### src/rtl/board_builder.sv
// Builds a 64-square occupancy board from white/black piece location vectors,
// one piece per cycle, with first-writer-wins collision detection.
module board_builder (
  input  logic         clock,
  input  logic         reset,
  input  logic         start,
  input  logic [95:0]  locationVectorWhite,
  input  logic [95:0]  locationVectorBlack,
  input  logic [15:0]  aliveVectorWhite,
  input  logic [15:0]  aliveVectorBlack,
  output logic [383:0] board,
  output logic         busy,
  output logic         done,
  output logic         collision
);

  typedef enum logic [1:0] {IDLE, SCAN, DONE} stateType;

  stateType state, stateNext;

  logic [95:0] snapWhite, snapBlack;
  logic [15:0] snapAliveWhite, snapAliveBlack;
  logic [4:0]  counter;

  logic [3:0]  pieceIndex;
  logic        isBlack;
  logic [6:0]  pieceBase;
  logic [5:0]  location;
  logic        pieceAlive;
  logic [5:0]  square;
  logic [8:0]  squareBase;
  logic        squareOccupied;

  // Decode the piece selected by the counter: 0..15 white, 16..31 black.
  // A location holds row in its low three bits and column above it.
  always_comb begin
    pieceIndex     = counter[3:0];
    isBlack        = counter[4];
    pieceBase      = 7'(pieceIndex) * 7'd6;
    location       = isBlack ? snapBlack[pieceBase +: 6] : snapWhite[pieceBase +: 6];
    pieceAlive     = isBlack ? snapAliveBlack[pieceIndex] : snapAliveWhite[pieceIndex];
    square         = {location[2:0], location[5:3]};
    squareBase     = 9'(square) * 9'd6;
    squareOccupied = board[squareBase + 9'd5];
  end

  always_ff @(posedge clock) begin
    if (!reset) state <= IDLE;
    else        state <= stateNext;
  end

  always_comb begin
    stateNext = state;
    case (state)
      IDLE:    if (start) stateNext = SCAN;
      SCAN:    if (counter == 5'd31) stateNext = DONE;
      DONE:    stateNext = IDLE;
      default: stateNext = IDLE;
    endcase
  end

  // Piece ID is 15-k, which is simply the bitwise inverse of the 4-bit index.
  always_ff @(posedge clock) begin
    if (!reset) begin
      board          <= '0;
      busy           <= 1'b0;
      done           <= 1'b0;
      collision      <= 1'b0;
      counter        <= '0;
      snapWhite      <= '0;
      snapBlack      <= '0;
      snapAliveWhite <= '0;
      snapAliveBlack <= '0;
    end else begin
      case (state)
        IDLE: begin
          if (start) begin
            snapWhite      <= locationVectorWhite;
            snapBlack      <= locationVectorBlack;
            snapAliveWhite <= aliveVectorWhite;
            snapAliveBlack <= aliveVectorBlack;
            board          <= '0;
            collision      <= 1'b0;
            counter        <= '0;
            busy           <= 1'b1;
          end
        end
        SCAN: begin
          if (pieceAlive) begin
            if (squareOccupied) collision <= 1'b1;
            else board[squareBase +: 6] <= {1'b1, ~isBlack, ~pieceIndex};
          end
          counter <= counter + 5'd1;
          if (counter == 5'd31) begin
            done <= 1'b1;
            busy <= 1'b0;
          end
        end
        DONE: done <= 1'b0;
        default: done <= 1'b0;
      endcase
    end
  end

endmodule

### config.mk
export PLATFORM = sky130hd
export DESIGN_NAME = board_builder
export DESIGN_NICKNAME = d
export VERILOG_FILES = /design/src/rtl/board_builder.sv
export SDC_FILE = /design/constraint.sdc
export NUM_CORES = 2
export LEC_CHECK = 0
export ABC_AREA = 1
export CELL_PAD_IN_SITES_DETAIL_PLACEMENT = 2
export CELL_PAD_IN_SITES_GLOBAL_PLACEMENT = 2
export CORE_MARGIN = 3
export CORE_UTILIZATION = 31
export CTS_CLUSTER_DIAMETER = 100
export CTS_CLUSTER_SIZE = 12
export DETAILED_ROUTE_END_ITERATION = 8
export GPL_ROUTABILITY_DRIVEN = 1
export PLACE_DENSITY = 0.92
export SLEW_MARGIN = 20
export SYNTH_ARGS = -nofsm -noshare
export SYNTH_HDL_FRONTEND = slang
export SYNTH_SLANG_ARGS = --single-unit
### constraint.sdc
create_clock -name clock -period 8 [get_ports clock]
set_input_delay 0.8 -clock clock [delete_from_list [all_inputs] [get_ports clock]]
set_output_delay 0.8 -clock clock [all_outputs]
set_load 0.03 [all_outputs]
==> impl_metrics.json <==
{
  "outcome": "completed",
  "yosysWarningCount": 0,
  "worst-slew-pin-transition_ps": 1370,
  "finalNonFillerCells": 6878,
  "intPower_mw": 5.39,
  "finClkSkew_ps": 55.1,
  "dp_hpwl_um": 140000,
  "timing.setup.tns_ps": 0,
  "num_rows": 119,
  "synth-seq-area-share": 0.369,
  "clk_path_buf_depth": 3,
  "wl_per_cell_um": 29.6,
  "path_class": "flip-flop to flip-flop",
  "synth_common_cells": "1,014 x nand2_1, 864 x nor2_1, 699 x nand3_1, 618 x dfxtp_1, 415 x a21oi_1",
  "cts_root_buf": "clkbuf_16",
  "synth_top_area_cell": "dfxtp_1",
  "grt_first_pass_wirelength_um": 293000,
  "cts_tree": "yes",
  "setup_viol": 0,
  "drt_first_pass_iters": 6,
  "start_util": 0.315,
  "wl_um": 204000,
  "cts_sinks": 618,
  "maxSlewViolCount": 0,
  "syn-num-nets": 5426,
  "yosys-top-cells-area": "dfxtp_1 37%, nand2_1 11%, nand3_1 10%",
  "synthDominantCellAreaShare": 0.369,
  "cp.arrival_ps": 8080,
  "rsz0062_at_grt": "false",
  "insertion_delay_ps": 730,
  "core_area_mm2": 0.106,
  "hold_buffers": 0,
  "dr_total_vias": 42000,
  "dieArea_mm2": 0.112,
  "p_clk_frac": 0.254,
  "maxCapViolCount": 0,
  "netlist_instances": 5184,
  "p_leak_nw": 14.3,
  "synth.distinct_cells": 55,
  "post_cts_buffers": 0,
  "synth-edff-count": 0,
  "p_total_mw": 10.7,
  "grt_max_degree": 212,
  "p_sw_mw": 5.29,
  "ant_nets": 0,
  "gp_congestion": 0.972,
  "cp-end-kind": "flip-flop",
  "num_io_pins": 614,
  "avgSynthCellArea_um2": 6.47,
  "die_height_um": 335,
  "area_growth_syn_to_layout_pct": 24.4,
  "whs_ps": 467,
  "comb_power_share": 0.442,
  "swShare": 0.495,
  "min_path_type": "flip-flop to flip-flop",
  "die_x_um": 335,
  "drc": 0,
  "clk_pin_slew_ps": 70,
  "clock.fmax_mhz": 132,
  "cp_max_fo": 67,
  "drive_above_1_share": 0.0413,
  "period_minus_slack_ps": 7570,
  "synthArstFlopShare": 0,
  "ir_drop_uv": 194,
  "cp.required_ps": 8520,
  "io_buffers": 613,
  "ys_ff_latch": 618,
  "h-tree-depth": 2,
  "antenna_found_initial": 16,
  "cts_resized": 0,
  "slew_headroom": 0.0844,
  "grt-ovfl-total": 0,
  "final_nets": 5706,
  "fill_cells": 12500,
  "drt_iter0_drc": 3991,
  "grt_pass1_vias": 43900,
  "cts_made_buffers": 58,
  "synth.cell_area_mm2": 0.0335,
  "track_usage": 0.343,
  "worstSetupStartpointType": "flip-flop",
  "yosysMostFrequentCell": "nand2_1",
  "routed_via_density": 6.10,
  "period_share": 0.946,
  "power_density_mw_per_mm2": 256,
  "seqPwrFrac": 0.304,
  "hold_viol_final": 0,
  "dp.cells": 6794,
  "synth_flop_cell": "dfxtp_1"
}
[path summary, 6_finish.rpt]
check / from / endpoint / slack (ps) / depth (start not counted)
worst min register to register: board[90]$_SDFFE_PN0P_ / board[90]$_SDFFE_PN0P_ / 470 / 2
worst max-delay path: counter[4]$_SDFFE_PN0P_ / board[20]$_SDFFE_PN0P_ / 430 / 26
worst max register to register: counter[4]$_SDFFE_PN0P_ / board[20]$_SDFFE_PN0P_ / 430 / 26
worst min-delay path: board[90]$_SDFFE_PN0P_ / board[90]$_SDFFE_PN0P_ / 470 / 2
[flip-flops by register name, summed over array words and instances, names as in the netlist]
signal          cells
state               2
done                1
collision           1
counter             5
busy                1
snapAliveWhite     16
snapWhite          96
board             384
snapAliveBlack     16
snapBlack          96
[metal layers]
metal,routed length (um),up-vias,track usage
li1,-,18100,-
met1,78900,21200,0.409
met2,93600,1974,0.559
met3,15700,670,0.0710
met4,15400,0,0.227
met5,0,-,0
[power groups by stage]
stage,Clock [mW],Sequential (mW),Combinational (mW)
3_5_place_dp,0,3.31,4.45
4_1_cts,2.72,3.24,4.50
3_3_place_gp,0,3.30,4.32
2_1_floorplan,0,3.29,2.63
5_1_grt,2.85,3.25,4.86
6_report,2.72,3.25,4.72
[cell families (layout without fill, tap and decap cells)]
| kind of cell | after synthesis | after routing | share of synthesized area |
|---|---|---|---|
| flops | 618 | 618 | 0.369 |
| xor+xnor | 5 | 5 | 0.00175 |
| compound gates | 896 | 896 | 0.141 |
| fa+ha+maj | 15 | 15 | 0.00582 |
| buf+inv | 611 | 899 | 0.0805 |
| other cells | 0 | 15 | 0 |
| simple gates | 3039 | 3039 | 0.402 |
[layout by cell type, fill, tap and decap left out, types with 13 or more instances in the layout]
master,Yosys,layout
a21oi_1,415,415
inv_2,22,20
o21ai_0,392,392
clkbuf_16,0,58
o221ai_1,32,32
nand2_1,1014,1010
nand4_1,338,338
ha_1,14,13
nor3_1,73,73
nor2_1,864,863
diode_2,0,15
nor3_2,18,18
o21ai_1,22,22
nand3_1,699,698
clkdlybuf4s50_1,0,612
buf_4,30,62
inv_1,121,120
dfxtp_1,618,615
[critical path, stage by stage (launching register included)]
cell	delay, ps
dfxtp_4	360
inv_2	360
buf_12	370
nor2_1	100
o221ai_1	240
nand3_1	210
nand2_1	110
inv_1	40
o21ai_0	860
inv_1	150
ha_2	410
buf_4	480
ha_1	270
buf_4	410
inv_1	130
buf_4	290
nand3_1	140
nand3_1	210
nand3_1	270
nand3_1	160
nand3_1	130
nand2_1	100
nand3_4	480
buf_4	510
nand3_1	250
nand2_1	160
a21oi_1	80
[layout make-up]
| type | instances | area [um2] | share of cell area |
|---|---|---|---|
| clock buffers | 62 | 1480 | 0.0354 |
| inverters | 145 | 566 | 0.0136 |
| diodes | 15 | 37.5 | 0.000900 |
| flip-flops and latches | 618 | 12400 | 0.297 |
| clock inverters | 6 | 134 | 0.00321 |
| multi-input cells | 3955 | 18500 | 0.444 |
| repair buffers | 686 | 6840 | 0.164 |
| well taps | 1391 | 1740 | 0.0417 |
[per-stage QoR]
stage	setup slack, ps	util	cell area [um2]
6_report	435	0.392	41700
5_1_grt	182	0.392	41700
4_1_cts	693	0.392	41600
3_5_place_dp	899	0.376	40000
3_3_place_gp	1370	0.376	40000
2_1_floorplan	2710	-	33500
No activity file was read; power rests on OpenSTA's default activity.
